`src/rtl/spi_master_ctrl_pkg.sv`:
```
// Shared SPI types for the master, slave wrapper and bench models.
// Latency: none (types and constants only).
// Backpressure: not applicable.
package spi_pkg;

  localparam int FRAME_W = 11;
  localparam int DATA_W  = 8;

  typedef enum logic [1:0] {
    SPI_WR_ADDR = 2'b00,
    SPI_WR_DATA = 2'b01,
    SPI_RD_ADDR = 2'b10,
    SPI_RD_DATA = 2'b11
  } spi_op_e;

  typedef enum logic [2:0] {
    IDLE  = 3'd0,
    START = 3'd1,
    SEND  = 3'd2,
    WAIT  = 3'd3,
    RECV  = 3'd4,
    DONE  = 3'd5
  } spi_state_e;

  // The op MSB is repeated in front of the op so the slave can tell
  // read from write on the very first bit it sees.
  function automatic logic [FRAME_W-1:0] make_frame(input logic [1:0] op,
                                                    input logic [DATA_W-1:0] dat);
    return {op[1], op, dat};
  endfunction

endpackage

```
`src/rtl/spi_master_ctrl_if.sv`:
```
// Host-side command/response bundle of the SPI master.
// Latency: wires only.
// Backpressure: cmd_valid/cmd_ready; rsp_valid is an unthrottled pulse.
interface spi_master_ctrl_if;
  import spi_pkg::*;

  logic              cmd_valid;
  logic              cmd_ready;
  logic [1:0]        cmd_op;
  logic [DATA_W-1:0] cmd_data;
  logic              rsp_valid;
  logic [DATA_W-1:0] rsp_data;
  logic              busy;

  // Host / CPU side.
  modport master (
    output cmd_valid, cmd_op, cmd_data,
    input  cmd_ready, rsp_valid, rsp_data, busy
  );

  // SPI controller side.
  modport slave (
    input  cmd_valid, cmd_op, cmd_data,
    output cmd_ready, rsp_valid, rsp_data, busy
  );

endinterface

```
`src/rtl/spi_master_ctrl_shift.sv`:
```
// Generic shift register: parallel load, shift left taking i_ser_in at the LSB.
// Latency: 1 cycle from load/shift to o_q.
// Backpressure: none; load wins over shift.
module spi_shift_reg #(
  parameter int W = 8
) (
  input  logic         clk,
  input  logic         rst_n,
  input  logic         i_load,
  input  logic [W-1:0] i_load_dat,
  input  logic         i_shift,
  input  logic         i_ser_in,
  output logic [W-1:0] o_q
);

  logic [W-1:0] r_q;

  // Load takes priority; otherwise shift MSB-first when enabled.
  always_ff @(posedge clk) begin
    if (!rst_n)       r_q <= '0;
    else if (i_load)  r_q <= i_load_dat;
    else if (i_shift) r_q <= {r_q[W-2:0], i_ser_in};
  end

  assign o_q = r_q;

endmodule

```
`src/rtl/spi_master_ctrl.sv`:
```
// SPI master: turns host op+byte commands into 11-bit frames, captures rd-data replies.
// Latency: cmd_ready returns 12+GAP_CYC cycles after accept (20+MISO_DLY+GAP_CYC for rd-data).
// Backpressure: cmd_ready only in IDLE; cmd_valid while busy is ignored, never queued.
module spi_master_ctrl
  import spi_pkg::*;
#(
  parameter int MISO_DLY = 2,  // 1..7
  parameter int GAP_CYC  = 1   // 1..7
) (
  input  logic             clk,
  input  logic             rst_n,
  spi_master_ctrl_if.slave host,
  output logic             SS_n,
  output logic             MOSI,
  input  logic             MISO
);

  localparam logic [2:0] S_IDLE  = IDLE;
  localparam logic [2:0] S_START = START;
  localparam logic [2:0] S_SEND  = SEND;
  localparam logic [2:0] S_WAIT  = WAIT;
  localparam logic [2:0] S_RECV  = RECV;
  localparam logic [2:0] S_DONE  = DONE;

  localparam logic [3:0] CNT_SEND = 4'(FRAME_W - 1);
  localparam logic [3:0] CNT_WAIT = 4'(MISO_DLY - 1);
  localparam logic [3:0] CNT_RECV = 4'(DATA_W - 1);
  localparam logic [3:0] CNT_DONE = 4'(GAP_CYC - 1);

  logic [2:0]        r_state;
  logic [3:0]        r_cnt;
  logic [1:0]        r_op;
  logic              r_rsp_vld;
  logic [DATA_W-1:0] r_rsp_dat;

  logic               w_accept;
  logic               w_cnt_zero;
  logic [FRAME_W-1:0] w_tx_q;
  logic [DATA_W-1:0]  w_rx_q;
  logic               w_unused;

  assign w_accept   = host.cmd_valid && (r_state == S_IDLE);
  assign w_cnt_zero = (r_cnt == 4'd0);

  // TX path: frame latched at accept, shifted once per SEND cycle.
  spi_shift_reg #(.W(FRAME_W)) u_tx (
    .clk       (clk),
    .rst_n     (rst_n),
    .i_load    (w_accept),
    .i_load_dat(make_frame(host.cmd_op, host.cmd_data)),
    .i_shift   (r_state == S_SEND),
    .i_ser_in  (1'b0),
    .o_q       (w_tx_q)
  );

  // RX path: MISO is only looked at in RECV, so X/Z elsewhere never enters.
  spi_shift_reg #(.W(DATA_W)) u_rx (
    .clk       (clk),
    .rst_n     (rst_n),
    .i_load    (1'b0),
    .i_load_dat('0),
    .i_shift   (r_state == S_RECV),
    .i_ser_in  (MISO),
    .o_q       (w_rx_q)
  );

  // Only the TX MSB is driven out, and the RX MSB is shifted past on the last sample.
  assign w_unused = ^{w_tx_q[FRAME_W-2:0], w_rx_q[DATA_W-1]};

  // Frame sequencer: one shared down-counter, loaded on state entry, moves on at zero.
  always_ff @(posedge clk) begin
    if (!rst_n) begin
      r_state   <= S_IDLE;
      r_cnt     <= 4'd0;
      r_op      <= SPI_WR_ADDR;
      r_rsp_vld <= 1'b0;
      r_rsp_dat <= '0;
    end else begin
      r_rsp_vld <= 1'b0;
      case (r_state)
        S_IDLE: begin
          if (w_accept) begin
            r_state <= S_START;
            r_op    <= host.cmd_op;
          end
        end
        S_START: begin
          r_state <= S_SEND;
          r_cnt   <= CNT_SEND;
        end
        S_SEND: begin
          if (!w_cnt_zero) begin
            r_cnt <= r_cnt - 4'd1;
          end else if (r_op == SPI_RD_DATA) begin
            r_state <= S_WAIT;
            r_cnt   <= CNT_WAIT;
          end else begin
            r_state <= S_DONE;
            r_cnt   <= CNT_DONE;
          end
        end
        S_WAIT: begin
          if (!w_cnt_zero) begin
            r_cnt <= r_cnt - 4'd1;
          end else begin
            r_state <= S_RECV;
            r_cnt   <= CNT_RECV;
          end
        end
        S_RECV: begin
          if (!w_cnt_zero) begin
            r_cnt <= r_cnt - 4'd1;
          end else begin
            // The 8th bit is captured straight from MISO on the same edge.
            r_rsp_dat <= {w_rx_q[DATA_W-2:0], MISO};
            r_rsp_vld <= 1'b1;
            r_state   <= S_DONE;
            r_cnt     <= CNT_DONE;
          end
        end
        S_DONE: begin
          if (!w_cnt_zero) r_cnt <= r_cnt - 4'd1;
          else             r_state <= S_IDLE;
        end
        default: begin
          r_state <= S_IDLE;
          r_cnt   <= 4'd0;
        end
      endcase
    end
  end

  assign SS_n           = (r_state == S_IDLE) || (r_state == S_DONE);
  assign MOSI           = (r_state == S_SEND) ? w_tx_q[FRAME_W-1] : 1'b0;
  assign host.cmd_ready = (r_state == S_IDLE);
  assign host.busy      = (r_state != S_IDLE);
  assign host.rsp_valid = r_rsp_vld;
  assign host.rsp_data  = r_rsp_dat;

endmodule

```
`src/flat_wrapper.sv`:
```
// flat-port wrapper written by rule: the top's interface ports become plain ports
module spi_master_ctrl_flat import spi_pkg::*;
#(
  parameter int MISO_DLY = 2,         
  parameter int GAP_CYC  = 1          
)
  (clk, rst_n, SS_n, MOSI, MISO, host_cmd_valid, host_cmd_op, host_cmd_data, host_cmd_ready, host_rsp_valid, host_rsp_data, host_busy);
  spi_master_ctrl_if host_i ();
  input  logic clk;
  input  logic rst_n;
  output logic SS_n;
  output logic MOSI;
  input  logic MISO;
  input wire logic [$bits(host_i.cmd_valid)-1:0] host_cmd_valid;
  input wire logic [$bits(host_i.cmd_op)-1:0] host_cmd_op;
  input wire logic [$bits(host_i.cmd_data)-1:0] host_cmd_data;
  output wire logic [$bits(host_i.cmd_ready)-1:0] host_cmd_ready;
  output wire logic [$bits(host_i.rsp_valid)-1:0] host_rsp_valid;
  output wire logic [$bits(host_i.rsp_data)-1:0] host_rsp_data;
  output wire logic [$bits(host_i.busy)-1:0] host_busy;
  assign host_i.cmd_valid = host_cmd_valid;
  assign host_i.cmd_op = host_cmd_op;
  assign host_i.cmd_data = host_cmd_data;
  assign host_cmd_ready = host_i.cmd_ready;
  assign host_rsp_valid = host_i.rsp_valid;
  assign host_rsp_data = host_i.rsp_data;
  assign host_busy = host_i.busy;
  spi_master_ctrl #(.MISO_DLY(MISO_DLY), .GAP_CYC(GAP_CYC)) u_core (.clk(clk), .rst_n(rst_n), .host(host_i), .SS_n(SS_n), .MOSI(MOSI), .MISO(MISO));
endmodule
```
`config.mk`:
```
export PLATFORM = sky130hd
export DESIGN_NAME = spi_master_ctrl_flat
export DESIGN_NICKNAME = d
export VERILOG_FILES = /design/src/rtl/spi_master_ctrl_pkg.sv /design/src/rtl/spi_master_ctrl_if.sv /design/src/rtl/spi_master_ctrl_shift.sv /design/src/rtl/spi_master_ctrl.sv /design/src/flat_wrapper.sv
export SDC_FILE = /design/constraint.sdc
export NUM_CORES = 1
export LEC_CHECK = 0
export CAP_MARGIN = 20
export CORE_MARGIN = 2
export CORE_UTILIZATION = 43
export DETAILED_ROUTE_END_ITERATION = 12
export HOLD_SLACK_MARGIN = 0.02
export PLACE_DENSITY = 0.71
export SYNTH_ARGS = -nofsm -noshare
export SYNTH_HDL_FRONTEND = slang
export SYNTH_SLANG_ARGS = --single-unit
```
`constraint.sdc`:
```
create_clock -name clk -period 2.25 [get_ports clk]
set_input_delay 0.3375 -clock clk [delete_from_list [all_inputs] [get_ports clk]]
set_output_delay 0.3375 -clock clk [all_outputs]
set_load 0.01 [all_outputs]
```
==> results of run 1 <==
## area by class of cell
type                       instances  area (um^2)
inverter                           4         15.0
multi-input combinational        138          873
clock inverter                     1         30.0
sequential                        36          723
tap                               48         60.1
fill                             349         1570
timing repair buffer              32          318
clock buffer                       7         96.3
## sequential cells by signal, indices dropped and copies added (netlist names)
name	count
u_core.u_tx.o_q	11
u_core.host.rsp_data	8
u_core.u_rx.o_q	7
u_core.r_cnt	4
u_core.r_state	3
u_core.r_op	2
u_core.host.rsp_valid	1
## final timing paths
check | from | endpoint | slack [ns] | depth (start not counted)
setup / recovery | u_core.r_state[2] | SS_n | 0.20 | 3
hold / removal | u_core.host.rsp_data[7] | u_core.host.rsp_data[7] | 0.45 | 2
setup reg to reg | u_core.r_cnt[0] | u_core.r_cnt[0] | 0.47 | 7
hold reg to reg | u_core.host.rsp_data[7] | u_core.host.rsp_data[7] | 0.45 | 2
## power groups by stage
stage / Sequential, mW / Clock [mW] / Combinational (mW)
6_report: 0.959 / 0.614 / 1.25
5_1_grt: 0.981 / 0.662 / 1.39
4_1_cts: 0.954 / 0.631 / 1.25
3_5_place_dp: 0.969 / 0 / 1.24
3_3_place_gp: 0.962 / 0 / 1.22
2_1_floorplan: 0.909 / 0 / 0.962
## per-layer routing
metal / up-vias / global-route usage [%]
met4: 0 / 7.65
met2: 25 / 27.6
met1: 632 / 20.8
met5: - / 0
li1: 719 / -
met3: 6 / 5.62
## logic make-up (layout without fill, tap and decap cells)
| family | count (synthesis) | after routing | synth area share (%) |
|---|---|---|---|
| flops | 36 | 36 | 43.2 |
| buf+inv | 15 | 44 | 4.50 |
| simple gates | 72 | 72 | 22.5 |
| mux | 10 | 10 | 6.07 |
| compound gates | 52 | 52 | 21.2 |
| fa+ha+maj | 2 | 2 | 1.50 |
| xor+xnor | 2 | 2 | 1.05 |
## worst min-delay path: stages, from the launching register on
cell     delay [ns]
dfxtp_1        0.31
nand2_1        0.05
a21oi_1        0.05
## through the flow
step	setup WS (ns)	instance area, um^2	utilization, %	total power, mW
floorplan	0.794	1670	-	1.87
global placement	0.401	1990	53.9	2.19
detailed placement	0.400	1990	53.9	2.21
CTS	0.0694	2110	57.3	2.83
global route	0.107	2120	57.4	3.03
finish	0.202	2120	57.4	2.82
## synthesized netlist by cell type (3+ instances only)
library cell,count,area [um^2]
a211oi_2,7,87.6
a21oi_1,27,135
buf_2,6,30.0
clkbuf_1,3,11.3
dfxtp_1,36,721
inv_1,4,15.0
mux2i_1,9,90.1
nand2_1,31,116
nand2b_1,4,25.0
nand3_1,11,55.1
nor2_1,13,48.8
nor3b_4,3,56.3
o21a_1,3,22.5
o21ai_0,3,15.0
## layout by cell type, fill, tap and decap left out, drive strengths merged, types with 5 or more instances in the layout
cell type      count
o21ai              5
nand2             31
a21oi             27
nor3b              5
clkbuf             7
buf                6
nand3             11
a211oi             7
nor2              13
mux2i              9
dfxtp             36
clkdlybuf4s50     26
==> impl_metrics.yaml, run 1 <==
timing:
  hold_violations: 0
  setup_tns_ns: 0
  max_slew_margin_pct: 65.1
  fmax_mhz: 488
  whs_ns: 0.455
  fin_crit_sh_pct: 91.0
  fin_crit_ns: 2.05
  rsz0062_at_grt: "false"
  skew_ns: 0.00275
  drv_slew: 0
  worst_pin_slew_ns: 0.524
  setup_viol: 0
yosys:
  synth_nets: 205
  synth_cell_types: 37
  syn_area_um2: 1670
  synth_edf_count: 0
  ys.flop_type: "dfxtp_1"
  synth_seq_cells: 36
  synthCells: 189
  yosysWarnings: 0
  ys_seq_area_share_pct: 43.2
  async_reset_ff_share_pct: 0
  syn_area_per_cell_um2: 8.83
placement:
  port_buffers: 26
  hpwl_um: 2250
  gp_congestion: 0.821
  post-place-cells: 258
worst_setup_path:
  path_buf_inv: 1
  critical_path_arrival_ns: 1.71
  crit_family: "buffers and inverters"
  critical_path_required_ns: 1.91
  slowest_stage: "clkdlybuf4s50_1"
  end_kind: "output pin"
  startpoint_type: "flip-flop"
  cp_max_fo: 16
  crit_chain: "or2_2 > a21oi_1 > clkdlybuf4s50_1"
  max_stage_delay_ns: 0.54
  critPathKind: "reg2out"
power:
  internal-power_mw: 1.77
  pwr-share-clk_pct: 21.8
  p_seq_share_pct: 34.0
  p_sw_share_pct: 37.1
  peakVddDrop_mv: 0.815
  switchingPower_mw: 1.05
  p_comb_share_pct: 44.2
  power_density_nw_per_um2: 1330
  power_leakage_nw: 0.726
floorplan:
  num_rows: 22
  fp.dieH_um: 66.3
  die_x_um: 66.3
  start_util_pct: 45.3
  dieArea_um2: 4400
  core-area_um2: 3690
  io_pins: 27
detailed_routing:
  wirelength_um: 3190
  wl_met1_um: 1580
  drc: 0
  drtIter0Drc: 67
  detail-route-antenna-nets: 0
  wl_met2_um: 1400
  viasPerCell: 5.20
  vias: 1382
  wl_per_cell_um: 12.0
  wl_met3_um: 141
  highest_layer: "met4"
  first_pass_iters: 4
global_routing:
  grt_overflow: 0
  antenna_found_initial: 0
  grt_usage_pct: 17.2
  grt_pass1_wl_um: 5710
  grt_max_degree: 19
  grt_pass1_vias: 1301
hold_path:
  min_path_type: "reg2reg"
cells_and_area:
  area_growth_pct: 26.8
  instances_no_fill: 266
  n_antenna_cell: 0
  nNetsFinal: 233
  drive_gt1_share_pct: 13.3
clock_network:
  cts.sinks: 36
  clk_latency_ns: 0.29
  cts_resized: 0
  cts_max_level: 2
  clockBufferDepth: 2
  postCtsHoldBufs: 0
  cts_made_buffers: 5
  ctsRootBufferMaster: "clkbuf_8"
  clk_pin_slew_worst_paths_ns: 0.07
  post_cts_buffers: 0
  tritoncts: "yes"
status:
  status: "completed"
flow_run:
  maxCapViolCount: 0
No activity file was read; power rests on OpenSTA's default activity.
==> inputs of run 2 (changes only) <==
--- a/config.mk
+++ b/config.mk
@@ -8,6 +8,7 @@
 export CAP_MARGIN = 20
 export CORE_MARGIN = 2
 export CORE_UTILIZATION = 43
+export CTS_BUF_LIST = sky130_fd_sc_hd__clkbuf_8
 export DETAILED_ROUTE_END_ITERATION = 12
 export HOLD_SLACK_MARGIN = 0.02
 export PLACE_DENSITY = 0.71
==> results of run 2 <==
No change in the layout: final DEF, timing and power equal those of run 1.
==> inputs of run 3 (changes only) <==
--- a/config.mk
+++ b/config.mk
@@ -5,13 +5,14 @@
 export SDC_FILE = /design/constraint.sdc
 export NUM_CORES = 1
 export LEC_CHECK = 0
+export ABC_AREA = 1
 export CAP_MARGIN = 20
 export CORE_MARGIN = 2
 export CORE_UTILIZATION = 43
 export CTS_BUF_LIST = sky130_fd_sc_hd__clkbuf_8
 export DETAILED_ROUTE_END_ITERATION = 12
 export HOLD_SLACK_MARGIN = 0.02
-export PLACE_DENSITY = 0.71
+export PLACE_DENSITY = 0.72
 export SYNTH_ARGS = -nofsm -noshare
 export SYNTH_HDL_FRONTEND = slang
 export SYNTH_SLANG_ARGS = --single-unit
==> run 3 against run 2 <==
Routed wire length rose by 3.9%. Critical path depth increased by 3. First-iteration DRC count rose by 1.5%. Sequential power up 2.9%. Sequential cell count unchanged. Utilization shrank 1.2 points. Setup slack worse by 0.046 ns. Critical path type unchanged.
==> impl_metrics.yaml, run 3 <==
flow_run:
  maxCapViolCount: 0
power:
  power_density_nw_per_um2: 1430
  peakVddDrop_mv: 0.821
  power_leakage_nw: 0.847
worst_setup_path:
  cp_max_fo: 4
  critical_path_arrival_ns: 1.76
  end_kind: "output pin"
  r2r-start: "u_core.r_state[2]"
  startpoint: "u_core.r_state[2]"
  ff2ff_setup_slack_ns: 0.73
  startpoint_type: "flip-flop"
  critical_path_required_ns: 1.91
  worst-r2r-cell-count: 8
  critPathKind: "reg2out"
yosys:
  ys_top_cells_by_count: "nand2_1, dfxtp_1, nor2_1, a21oi_1, o21ai_0"
  synth_nets: 236
  yosysTopAreaCell: "dfxtp_1"
  synth_cell_types: 27
  ys.flop_type: "dfxtp_1"
  synth_seq_cells: 36
  ys_top_cells_by_area: "dfxtp_1, nand2_1, nor2_1"
  synth_edf_count: 0
  yosysMostFrequentCell: "nand2_1"
  ys_seq_area_share_pct: 43.5
  async_reset_ff_share_pct: 0
  syn_area_per_cell_um2: 7.54
  synth_top_area_share_pct: 43.5
  synthCells: 220
  syn_area_um2: 1660
  yosysWarnings: 0
floorplan:
  io_pins: 27
  start_util_pct: 44.9
  fp.dieH_um: 66.1
  dieArea_um2: 4370
  core-area_um2: 3690
  num_rows: 22
  die_x_um: 66.1
timing:
  worst_pin_slew_ns: 0.455
  skew_ns: 0.00532
  fin_crit_ns: 2.09
  fin_crit_sh_pct: 93.1
  drv_slew: 0
  fmax_mhz: 478
  hold_violations: 0
  setup_slack_ns: 0.156
  rsz0062_at_grt: "false"
  setup_tns_ns: 0
  max_slew_margin_pct: 69.6
  setup_viol: 0
clock_network:
  tritoncts: "yes"
  clk_latency_ns: 0.29
  cts.sinks: 36
  cts_made_buffers: 5
  ctsRootBufferMaster: "clkbuf_8"
  clk_pin_slew_worst_paths_ns: 0.07
  cts_max_level: 2
  clockBufferDepth: 2
cells_and_area:
  fin_util_pct: 56.1
  nNetsFinal: 267
  fill_cells: 367
  n_antenna_cell: 0
  area_growth_pct: 24.9
  layout_commonest_cell: "nand2_1"
  largest_reg_flops: 11
  drive_gt1_share_pct: 14.3
  final_cell_mix: "nand2_1, dfxtp_1, clkdlybuf4s50_1, nor2_1, a21oi_1"
global_routing:
  grt_pass1_wl_um: 5780
  grt_usage_pct: 17.4
  grt_max_degree: 22
  grt_pass1_vias: 1314
  antenna_found_initial: 0
  grt_overflow: 0
status:
  status: "completed"
detailed_routing:
  drc: 0
  viasPerCell: 4.90
  detail-route-antenna-nets: 0
  first_pass_iters: 4
  wl_per_cell_um: 11.1
  vias: 1470
  drtIter0Drc: 68
  wirelength_um: 3320
placement:
  hpwl_um: 2440
  post-place-ws_ns: 0.335
  port_buffers: 26
  gp_congestion: 0.783
hold_path:
  hold_depth: 2
  min_from: "u_core.r_op[0]"
  min_path_type: "reg2reg"
run 3: cell types whose count changed in the layout (fill, tap and decap cells not counted), moves of 6 or more:
cell      change
a211oi_2      -7
a21oi_1      -10
a31oi_1       +6
inv_1        +11
inv_2         +6
mux2i_1       -9
nand2_1      +25
nor2_1       +10
o21ai_0      +12
run 3: where the power goes:
| part | switching (mW) | leakage, nW | internal (mW) |
|---|---|---|---|
| clock | 0.223 | 0.0593 | 0.324 |
| combinational | 0.878 | 0.493 | 0.553 |
| sequential | 0.149 | 0.294 | 0.838 |
run 3: worst max-delay path: stages, from the launching register on:
cell and delay, ns:
dfxtp_1 0.37, inv_2 0.13, nand2_2 0.10, nor2_4 0.16
inv_2 0.06, nor2_1 0.11, clkdlybuf4s50_1 0.55
run 3: through the flow:
step / cells / hold slack, ns / power (mW) / area (um^2)
final: 300 / 0.465 / 2.97 / 2070
after floorplan: 220 / 0.439 / 2.04 / 1660
after CTS: 299 / 0.466 / 2.98 / 2060
after global placement: 291 / 0.451 / 2.41 / 1960
after detailed placement: 291 / 0.457 / 2.42 / 1960
after global routing: 300 / 0.485 / 3.23 / 2070
run 3: per-layer routing:
metal	track usage, %	routed length (um)	vias to the layer above
li1	-	-	781
met1	21.9	1630	658
met2	27.6	1490	24
met3	5.28	134	7
met4	6.89	61	0
met5	0	0	-
run 3: cells by family after synthesis:
group / share of synthesized area [%]
adders and majority gates: 1.51
AOI/OAI and AO/OA: 16.8
and+or+nand+nor: 30.7
buffers and inverters: 7.55
DFF: 43.5
run 3: cell type report:
class | count | area [um^2] | share of cell area (%)
Clock inverter | 3 | 38.8 | 1.87
Clock buffer | 5 | 68.8 | 3.32
Timing Repair Buffer | 29 | 283 | 13.7
Sequential cell | 36 | 721 | 34.8
Inverter | 22 | 87.6 | 4.23
Multi-Input combinational cell | 157 | 812 | 39.2
Tap cell | 48 | 60.1 | 2.90
run 3: worst paths after layout:
| kind | endpoint |
|---|---|
| worst max-delay path | MOSI |
| worst min register to register | u_core.r_op[0] |
| worst max register to register | u_core.u_tx.o_q[9] |
| worst min-delay path | u_core.r_op[0] |
run 3: what timing repair did:
action,4_1_cts,5_1_grt
hold buffers,0,0
endpoints found under the setup margin,0,1
resized for setup,0,0
buffers inserted,0,1
